$ cat config.mk
export PLATFORM = sky130hd
export DESIGN_NAME = rom_scan_ctrl
export DESIGN_NICKNAME = d
export VERILOG_FILES = /design/src/rtl/rom_scan_ctrl.sv
export SDC_FILE = /design/constraint.sdc
export NUM_CORES = 1
export LEC_CHECK = 0
export CAP_MARGIN = 0
export CORE_MARGIN = 4
export CORE_UTILIZATION = 52
export DETAILED_ROUTE_END_ITERATION = 10
export PLACE_DENSITY = 0.79
export RECOVER_POWER = 25
export SLEW_MARGIN = 20
export SYNTH_ARGS = -nofsm -noshare
export SYNTH_HDL_FRONTEND = slang
export SYNTH_SLANG_ARGS = --single-unit
$ cat constraint.sdc
create_clock -name clk -period 1.95 [get_ports clk]
set_input_delay 0.39 -clock clk [delete_from_list [all_inputs] [get_ports clk]]
set_output_delay 0.39 -clock clk [all_outputs]
set_load 0.005 [all_outputs]
$ cat src/rtl/rom_scan_ctrl.sv
// rom_scan_ctrl: walks a 16x1 combinational ROM from address 0 to 15 and
// captures every bit into a 16-bit word. WAIT_CYCLES address-settle cycles
// precede each sample. busy covers the scan, and done is a one-cycle pulse
// at completion.
// Optional feature: define ROM_SCAN_COMPARE_EN to register match as
// (captured word == EXPECT) when the scan completes. Without that macro,
// match is tied to 0 and no comparator is built.
module rom_scan_ctrl #(
  parameter logic [15:0] EXPECT      = 16'hABCD,
  parameter int          WAIT_CYCLES = 1
) (
  input  logic        clk,
  input  logic        rst,
  input  logic        start,
  output logic [3:0]  addr,
  input  logic        rom_d,
  output logic        busy,
  output logic        done,
  output logic [15:0] word,
  output logic        match
);

  typedef enum logic [1:0] {
    IDLE   = 2'd0,
    SETTLE = 2'd1,
    SAMPLE = 2'd2,
    DONE   = 2'd3
  } state_t;

  // With WAIT_CYCLES = 0 the SETTLE state is never entered.
  localparam bit         HAS_SETTLE  = (WAIT_CYCLES > 0);
  localparam logic [3:0] SETTLE_LAST = HAS_SETTLE ? 4'(WAIT_CYCLES - 1) : 4'd0;

  state_t      state_reg, state_next;
  logic [3:0]  addr_reg, addr_next;
  logic [3:0]  cnt_reg, cnt_next;
  logic [15:0] word_reg, word_next;
  logic [15:0] bit_sel;
  logic        clear_match;
  logic        load_match;

  // One-hot decode of the current address. Only the selected bit of word
  // is rewritten in SAMPLE.
  generate
    for (genvar gi = 0; gi < 16; gi++) begin : g_bit_sel
      assign bit_sel[gi] = (addr_reg == 4'(gi));
    end
  endgenerate

  // Next-state and output decode. All defaults hold the current state.
  always_comb begin
    state_next  = state_reg;
    addr_next   = addr_reg;
    cnt_next    = cnt_reg;
    word_next   = word_reg;
    busy        = 1'b0;
    done        = 1'b0;
    clear_match = 1'b0;
    load_match  = 1'b0;
    case (state_reg)
      IDLE: begin
        if (start) begin
          addr_next   = 4'd0;
          word_next   = 16'd0;
          cnt_next    = 4'd0;
          clear_match = 1'b1;
          state_next  = HAS_SETTLE ? SETTLE : SAMPLE;
        end
      end
      SETTLE: begin
        busy = 1'b1;
        if (cnt_reg == SETTLE_LAST) begin
          cnt_next   = 4'd0;
          state_next = SAMPLE;
        end else begin
          cnt_next = cnt_reg + 4'd1;
        end
      end
      SAMPLE: begin
        busy      = 1'b1;
        word_next = rom_d ? (word_reg | bit_sel) : (word_reg & ~bit_sel);
        if (addr_reg == 4'd15) begin
          // Leave addr at 15 so it does not wrap after the last bit.
          load_match = 1'b1;
          state_next = DONE;
        end else begin
          addr_next  = addr_reg + 4'd1;
          state_next = HAS_SETTLE ? SETTLE : SAMPLE;
        end
      end
      DONE: begin
        done       = 1'b1;
        state_next = IDLE;
      end
      default: begin
        state_next = IDLE;
      end
    endcase
  end

  // State and datapath registers. Reset takes effect immediately.
  always_ff @(posedge clk or posedge rst) begin
    if (rst) begin
      state_reg <= IDLE;
      addr_reg  <= 4'd0;
      cnt_reg   <= 4'd0;
      word_reg  <= 16'd0;
    end else begin
      state_reg <= state_next;
      addr_reg  <= addr_next;
      cnt_reg   <= cnt_next;
      word_reg  <= word_next;
    end
  end

  assign addr = addr_reg;
  assign word = word_reg;

`ifdef ROM_SCAN_COMPARE_EN
  logic match_reg, match_next;

  // Compare the final word, including the bit captured on the last edge.
  always_comb begin
    match_next = match_reg;
    if (clear_match) begin
      match_next = 1'b0;
    end else if (load_match) begin
      match_next = (word_next == EXPECT);
    end
  end

  // Hold the compare result until the next accepted start or reset.
  always_ff @(posedge clk or posedge rst) begin
    if (rst) begin
      match_reg <= 1'b0;
    end else begin
      match_reg <= match_next;
    end
  end

  assign match = match_reg;
`else
  // No comparator is built, so match is tied low. The reduction below only
  // consumes otherwise-unused terms and generates no logic.
  logic unused_cfg;
  assign unused_cfg = ^{EXPECT, load_match, clear_match};
  assign match = 1'b0;
`endif

endmodule
==> run_results.csv, run 1 <==
group,metric,value,unit
logic_synthesis,synth_cells,170,
setup_path,rrSetupSlack,190,ps
drt,vias,1328,
place,io_buffers,25,
timing,drv_slew,0,
setup_path,critPathSlowestCell,"dfrtp_1",
pwr,p_per_area,1180,nW/um^2
cts,clk_latency,310,ps
setup_path,r2r-start,"state_reg[0]",
setup_path,worstPathCellList,"clkdlybuf4s50_1",
floorplan,die-area,3920,sq um
timing,fmax,541,MHz
drt,vias_per_cell,5.77,
global_routing,first_global_vias,1310,
cells_and_area,nets,216,
timing,fin_crit_sh,94.8,%
cells_and_area,post-route-util,67.4,%
timing,clock_skew,2.44,ps
pwr,leakage,0.817,nW
setup_path,crit_buf_inv,1,
cts,path_clk_slew,140,ps
cells_and_area,final_cell_mix,"26 x dfrtp_1, 22 x inv_1, 22 x clkdlybuf4s50_1",
timing,setup_violations,0,
drt,ant_nets,0,
cells_and_area,layout_commonest_cell,"dfrtp_1",
logic_synthesis,avgSynthCellArea,9.13,sq um
floorplan,core-area,2810,sq um
global_routing,antenna_found_initial,0,
worst_hold_path,hold_end,"cnt_reg[3]",
pwr,peakVddDrop,920,uV
logic_synthesis,synth.distinct_cells,35,
cells_and_area,final_cells,230,
setup_path,reg2reg_depth,7,
worst_hold_path,hp-class,"register to register",
place,hpwl,2.47,mm
drt,post_drt_wl_per_cell,14.3,um
run_status,status,"complete, no violations",
cts,htree_num_levels,1,
worst_hold_path,holdPathStages,1,
cts,cts_made_buffers,3,
place,gp_congestion,0.877,
floorplan,start_util,55.3,%
drt,dr.pass1.iters,5,
logic_synthesis,seq_area_frac_synth,41.9,%
setup_path,max_stage_delay,570,ps
worst_hold_path,hold_path.startpoint,"cnt_reg[3]",
cells_and_area,area_delta_synth_final,21.9,%
setup_path,cp-end-kind,"output port",
floorplan,die_y,62.6,um
floorplan,rows,19,
timing,fin_setup_tns,0,ps
setup_path,reg2reg_to,"word[14]",
setup_path,cp.required,1560,ps
global_routing,grt_pass1_wl,5.80,mm
place,place_area,1830,sq um
cts,cts_buffer_depth,2,
global_routing,globalRouteTotalUtil,17.7,%
timing,min_period,1850,ps
logic_synthesis,ys_seq_elements,26,
cts,clock_sinks,26,
timing,slew_headroom,56.0,%
cells_and_area,num-fill-cells,235,
global_routing,grt_overflow_total,0,
cells_and_area,final_area,1890,sq um
setup_path,cp_max_fo,10,
cells_and_area,layout-drive-gt1-share,12.1,%
setup_path,critPathTopFamily,"flip-flops",
setup_path,cp.arrival,1460,ps
logic_synthesis,yosysWarnings,0,
logic_synthesis,synth_nets,186,
cells_and_area,antenna_cells,0,
setup_path,worst_setup_path_start_kind,"register",
global_routing,grt_start_max_net_pins,27,
cells_and_area,largest_reg_flops,16,
setup_path,critical_path_class,"register to output port",
flow_run,drv_cap,0,
drt,routed_wl,3.30,mm
place,dp_cells,224,
timing,tightest_slew,660,ps
logic_synthesis,syn_area,1550,sq um
cts,cts_tree,"built",
timing,finalHoldViolations,0,
drt,drc,0,
floorplan,die_width,62.6,um
floorplan,pin_count,27,
cts,ctsRootBufferMaster,"clkbuf_4",
timing,rsz0062_at_grt,"no",
drt,drtIter0Drc,45,
-- synth_stat cells --
cell,count,area share (%)
nor3_1,1,0.32
a21o_1,1,0.48
buf_6,1,0.73
o21ai_0,4,1.3
nand2b_2,1,0.56
buf_4,2,0.97
o32ai_2,2,2.1
dfrtp_1,26,42
conb_1,1,0.24
o21ai_2,1,0.56
nor2_8,1,1.3
ha_1,12,9.7
a31oi_1,1,0.40
o31ai_1,1,0.48
a21oi_1,20,6.5
inv_1,22,5.3
a21oi_2,2,1.1
nand2b_1,4,1.6
o22ai_1,15,6.0
a41oi_1,1,0.56
inv_2,1,0.24
nand4_1,1,0.40
buf_2,3,0.97
nand3_1,10,3.2
a21oi_4,1,1.0
and2b_4,1,0.65
or3b_4,1,0.73
mux2i_1,1,0.65
and3_1,2,0.81
nor2_2,1,0.40
nand3_2,2,1.3
nand2_1,19,4.6
nor2_1,4,0.97
a32o_1,1,0.65
nor2b_1,3,1.2
-- worst max-delay path by stage --
stage                  from  endpoint  slack (ps)  cells past startpoint
2_1_floorplan  state_reg[0]   word[0]         450                      7
3_3_place_gp          start  word[10]         200                      6
3_5_place_dp          start  word[14]         130                      6
4_1_cts        state_reg[0]      busy          10                      3
5_1_grt             addr[2]   addr[2]          50                      1
6_report            addr[2]   addr[2]         100                      1
-- kinds of logic after synthesis --
group,share of synthesized area [%]
adders and majority gates,9.68
other,0.242
muxes,0.645
DFF,41.9
AOI/OAI and AO/OA,21.2
and+or+nand+nor,18.1
buffers and inverters,8.23
-- final cells by class --
type | count | area [sq um] | area share (%)
flip-flops and latches | 26 | 651 | 34.4
multi-input cells | 115 | 781 | 41.3
inverters | 23 | 86.3 | 4.57
clock buffers | 4 | 36.3 | 1.92
repair buffers | 31 | 298 | 15.8
well taps | 31 | 38.8 | 2.05
-- timing repair --
action                                  4_1_cts  5_1_grt
resized for setup                             0        3
buffers inserted                              2        0
hold buffers                                  0        0
endpoints found under the setup margin        1        6
cloned                                        0        0
-- power breakdown --
group | switching, mW | internal [mW]
clock | 0.159 | 0.114
sequential | 0.0904 | 0.616
combinational | 0.720 | 0.538
-- per-stage QoR --
stage | hold WS, ps | worst slack, ps | power, mW
floorplan | 430 | 453 | 1.59
global placement | 478 | 202 | 1.88
detailed placement | 481 | 132 | 1.93
CTS | 413 | 9.90 | 2.23
global route | 532 | 50.9 | 2.43
finish | 505 | 102 | 2.24
-- routing by layer --
metal  wire, um  vias to the layer above  global-route usage [%]
li1           -                      640                       -
met1       1440                      642                    23.1
met2       1640                       44                    30.0
met3        202                        2                    3.60
met4         19                        0                    4.68
met5          0                        -                       0
Power figures use the tool's default switching activity.
==> run 2, diff against run 1 <==
- CORE_MARGIN: 4 -> unset
- CORE_UTILIZATION: 52 -> 56
- PLACE_DENSITY: 0.79 -> 0.84
- clock period: 1.95 -> 2.3 ns (I/O delays scaled with it)
==> run_results.csv, run 2 (same netlist as run 1, synthesis figures left out) <==
group,metric,value,unit
setup_path,cp_max_fo,16,
setup_path,cp.required,1840,ps
cts,postCtsHoldBufs,0,
timing,holdWs,512,ps
floorplan,die_width,54.6,um
global_routing,first_global_vias,1235,
timing,tightest_slew,1390,ps
place,gp_congestion,0.880,
floorplan,pin_count,27,
timing,rsz0062_at_grt,"no",
setup_path,crit_buf_inv,1,
cells_and_area,multi_input_area,773,sq um
drt,vias,1281,
drt,post_drt_wl_per_cell,14.0,um
cells_and_area,num-fill-cells,199,
setup_path,cp-end-kind,"output port",
cts,cts_resized,0,
timing,setup_violations,0,
drt,dr.pass1.iters,4,
cells_and_area,largest_reg_flops,16,
worst_hold_path,hp-class,"register to register",
floorplan,core-area,2540,sq um
floorplan,start_util,61.0,%
timing,slew_headroom,7.44,%
timing,finalWorstSetupSlack,234,ps
pwr,p_per_area,988,nW/um^2
cells_and_area,area_delta_synth_final,18.1,%
timing,fin_setup_tns,0,ps
cells_and_area,seq_area,651,sq um
drt,vias_per_cell,5.72,
place,io_buffers,25,
floorplan,rows,18,
setup_path,worstPathCellList,"clkdlybuf4s50_1",
place,pre_cts_slack,361,ps
setup_path,critical_path_class,"register to output port",
timing,fin_crit_sh,89.8,%
cells_and_area,final_cell_mix,"26 x dfrtp_1, 24 x clkdlybuf4s50_1, 22 x inv_1",
cts,htree_num_levels,1,
setup_path,critPathTopFamily,"flip-flops",
setup_path,worst_setup_path_start_kind,"register",
cells_and_area,post-route-util,72.0,%
global_routing,antenna_found_initial,0,
cells_and_area,nets,212,
cts,cts_buffer_depth,2,
timing,drv_slew,0,
global_routing,grt_pass1_wl,5.25,mm
timing,clock_skew,2.12,ps
drt,ant_nets,0,
floorplan,die-area,2980,sq um
cts,clock_sinks,26,
drt,drtIter0Drc,34,
floorplan,die_y,54.6,um
setup_path,critPathSlowestCell,"dfrtp_1",
cts,cts_made_buffers,3,
global_routing,grt_overflow_total,0,
cts,path_clk_slew,130,ps
place,hpwl,2.38,mm
drt,routed_wl,3.14,mm
cts,ctsRootBufferMaster,"clkbuf_4",
cts,clk_latency,310,ps
timing,finalHoldViolations,0,
global_routing,globalRouteTotalUtil,24.4,%
run_status,status,"complete, no violations",
timing,fmax,484,MHz
cells_and_area,layout-drive-gt1-share,9.28,%
cts,cts_setup_buffers,0,
timing,min_period,2070,ps
pwr,peakVddDrop,982,uV
cells_and_area,antenna_cells,0,
pwr,leakage,0.760,nW
setup_path,cp.arrival,1610,ps
cells_and_area,layout_commonest_cell,"dfrtp_1",
setup_path,max_stage_delay,700,ps
flow_run,drv_cap,0,
drt,drc,0,
global_routing,grt_start_max_net_pins,27,
cts,cts_tree,"built",
==> run 2: cell types whose count changed in the layout (fill, tap and decap cells not counted) <==
cell,change
clkbuf_1,+1
o21ai_2,+1
clkdlybuf4s50_1,+2
buf_4,-4
dlymetal6s2s_1,-2
o21ai_4,-1
clkbuf_2,-1
clkbuf_8,-1
==> run 2: routing by layer <==
metal	track usage, %	wire [um]	vias to the layer above
met5	0	0	-
met4	6.41	27	0
met3	3.89	174	4
met2	40.8	1540	42
met1	32.4	1400	601
li1	-	-	634
==> run 2: worst paths after layout <==
| kind | start | endpoint | slack, ps | cells after the start |
|---|---|---|---|---|
| setup / recovery | addr[3] | addr[3] | 230 | 1 |
| hold / removal | cnt_reg[3] | cnt_reg[3] | 510 | 1 |
| setup reg to reg | state_reg[0] | word[8] | 470 | 5 |
| hold reg to reg | cnt_reg[3] | cnt_reg[3] | 510 | 1 |
| max in group asynchronous | rst | cnt_reg[1] | 460 | 3 |
| min in group asynchronous | rst | cnt_reg[3] | 1040 | 3 |
==> run 2: final cells by class <==
cell class                      count  share of cell area (%)
Clock buffer                        3                    1.23
Inverter                           23                    4.71
Multi-Input combinational cell    115                    42.2
Sequential cell                    26                    35.5
Tap cell                           30                    2.05
Timing Repair Buffer               27                    14.3
==> run 2: through the flow <==
stage          total power [mW]  std cells  area (sq um)
3_3_place_gp               1.58        221          1810
4_1_cts                    1.81        224          1840
5_1_grt                    1.96        224          1830
3_5_place_dp               1.62        221          1810
6_report                   1.81        224          1830
2_1_floorplan              1.35        170          1550
==> run 2: power breakdown <==
| group | leakage [nW] | internal, mW | switching, mW |
|---|---|---|---|
| registers | 0.356 | 0.522 | 0.0775 |
| logic | 0.390 | 0.425 | 0.599 |
| clock network | 0.0138 | 0.0611 | 0.125 |
==> run 3, diff against run 2 <==
- CORE_UTILIZATION: 56 -> 65
- DONT_BUFFER_PORTS: unset -> 1
- GPL_ROUTABILITY_DRIVEN: unset -> 1
- PLACE_DENSITY: 0.84 -> 0.81
==> run_results.csv, run 3 (same netlist as run 1, synthesis figures left out) <==
group,metric,value,unit
run_status,status,"complete, no violations",
cts,cts_resized,0,
flow_run,drv_cap,0,
setup_path,rrSetupSlack,480,ps
cts,clk_latency,320,ps
cells_and_area,final_cell_mix,"26 x dfrtp_1, 22 x inv_1, 20 x a21oi_1",
setup_path,cp.arrival,2060,ps
cells_and_area,layout_commonest_cell,"dfrtp_1",
global_routing,first_global_vias,1122,
global_routing,globalRouteTotalUtil,25.7,%
pwr,peakVddDrop,955,uV
place,place_area,1550,sq um
cts,cts_tree,"built",
global_routing,grt_start_max_net_pins,27,
cells_and_area,largest_reg_flops,16,
cts,ctsRootBufferMaster,"clkbuf_4",
cells_and_area,layout-drive-gt1-share,10.7,%
cells_and_area,num-fill-cells,186,
timing,fmax,549,MHz
drt,ant_nets,0,
drt,routed_wl,2.89,mm
cells_and_area,nets,186,
cts,cts_buffer_depth,2,
drt,post_drt_wl_per_cell,14.7,um
floorplan,die_y,50.9,um
timing,drv_slew,0,
floorplan,die_width,50.9,um
drt,drc,0,
cts,cts_made_buffers,3,
timing,min_period,1820,ps
timing,slew_headroom,12.5,%
timing,setup_violations,0,
cells_and_area,antenna_cells,0,
pwr,finalPower,1.69,mW
drt,dr.pass1.iters,4,
pwr,leakage,0.674,nW
setup_path,cp.required,2540,ps
global_routing,antenna_found_initial,0,
cells_and_area,final_area,1590,sq um
setup_path,cp_max_fo,18,
cts,postCtsHoldBufs,0,
floorplan,start_util,69.5,%
timing,fin_crit_sh,79.2,%
worst_hold_path,hp-class,"input port to register",
floorplan,die-area,2590,sq um
global_routing,grt_overflow_total,0,
place,io_buffers,0,
pwr,p_per_area,1070,nW/um^2
floorplan,pin_count,27,
drt,vias_per_cell,6.09,
drt,vias,1200,
cts,path_clk_slew,130,ps
place,hpwl,2.13,mm
cts,clock_sinks,26,
floorplan,core-area,2230,sq um
timing,clock_skew,2.85,ps
drt,drtIter0Drc,29,
timing,fin_setup_tns,0,ps
setup_path,critical_path_class,"register to register",
timing,tightest_slew,1310,ps
setup_path,worst_setup_path_start_kind,"register",
global_routing,grt_pass1_wl,4.98,mm
cts,htree_num_levels,1,
floorplan,rows,17,
cts,cts_setup_buffers,0,
place,gp_congestion,0.834,
cells_and_area,area_delta_synth_final,2.18,%
setup_path,cp-end-kind,"register",
timing,rsz0062_at_grt,"no",
timing,finalHoldViolations,0,
-- run 3: cell count changes in the layout (fill, tap and decap cells not counted) --
cell	change
clkbuf_8	+1
clkdlybuf4s50_1	-24
dlygate4sd3_1	-1
buf_4	-1
-- run 3: through the flow --
step | std cells | utilization, % | setup slack (ps) | hold slack [ps]
after floorplan | 170 | - | 803 | 454
after global placement | 193 | 69.5 | 587 | 417
after detailed placement | 193 | 69.5 | 507 | 422
after CTS | 197 | 71.1 | 484 | 59.7
after global routing | 197 | 71.0 | 352 | 296
final | 197 | 71.0 | 480 | 290
-- run 3: cell type report --
class | count | area (sq um) | share of cell area, %
Multi-Input combinational cell | 115 | 773 | 48.8
Sequential cell | 26 | 651 | 41.0
Inverter | 23 | 86.3 | 5.45
Clock buffer | 4 | 36.3 | 2.29
Tap cell | 28 | 35.0 | 2.21
Timing Repair Buffer | 1 | 3.75 | 0.237
-- run 3: power breakdown --
group / switching (mW) / internal (mW)
Sequential: 0.117 / 0.522
Combinational: 0.526 / 0.300
Clock: 0.131 / 0.0968
Total: 0.774 / 0.918
-- run 3: final timing paths --
| check | start | to | cells after the start |
|---|---|---|---|
| min in group asynchronous | rst | cnt_reg[2] | 2 |
| max | state_reg[0] | word[1] | 6 |
| max reg2reg | state_reg[0] | word[1] | 6 |
| min reg2reg | cnt_reg[3] | cnt_reg[3] | 1 |
| max in group asynchronous | rst | addr[3] | 2 |
| min | rom_d | word[15] | 2 |
-- run 3: layer usage --
| layer | vias up | part of all wire, % | global-route usage [%] |
|---|---|---|---|
| li1 | 589 | - | - |
| met1 | 571 | 47 | 35.3 |
| met2 | 36 | 47 | 41.8 |
| met3 | 4 | 4.8 | 3.57 |
| met4 | 0 | 1.3 | 8.33 |
| met5 | - | 0 | 0 |
-- run 3: worst max-delay path: stages (launching register included) --
cell     delay [ps]
dfrtp_1         450
inv_1           100
ha_1            330
inv_2           140
nor2_8          280
nand2_1         220
o22ai_1         230
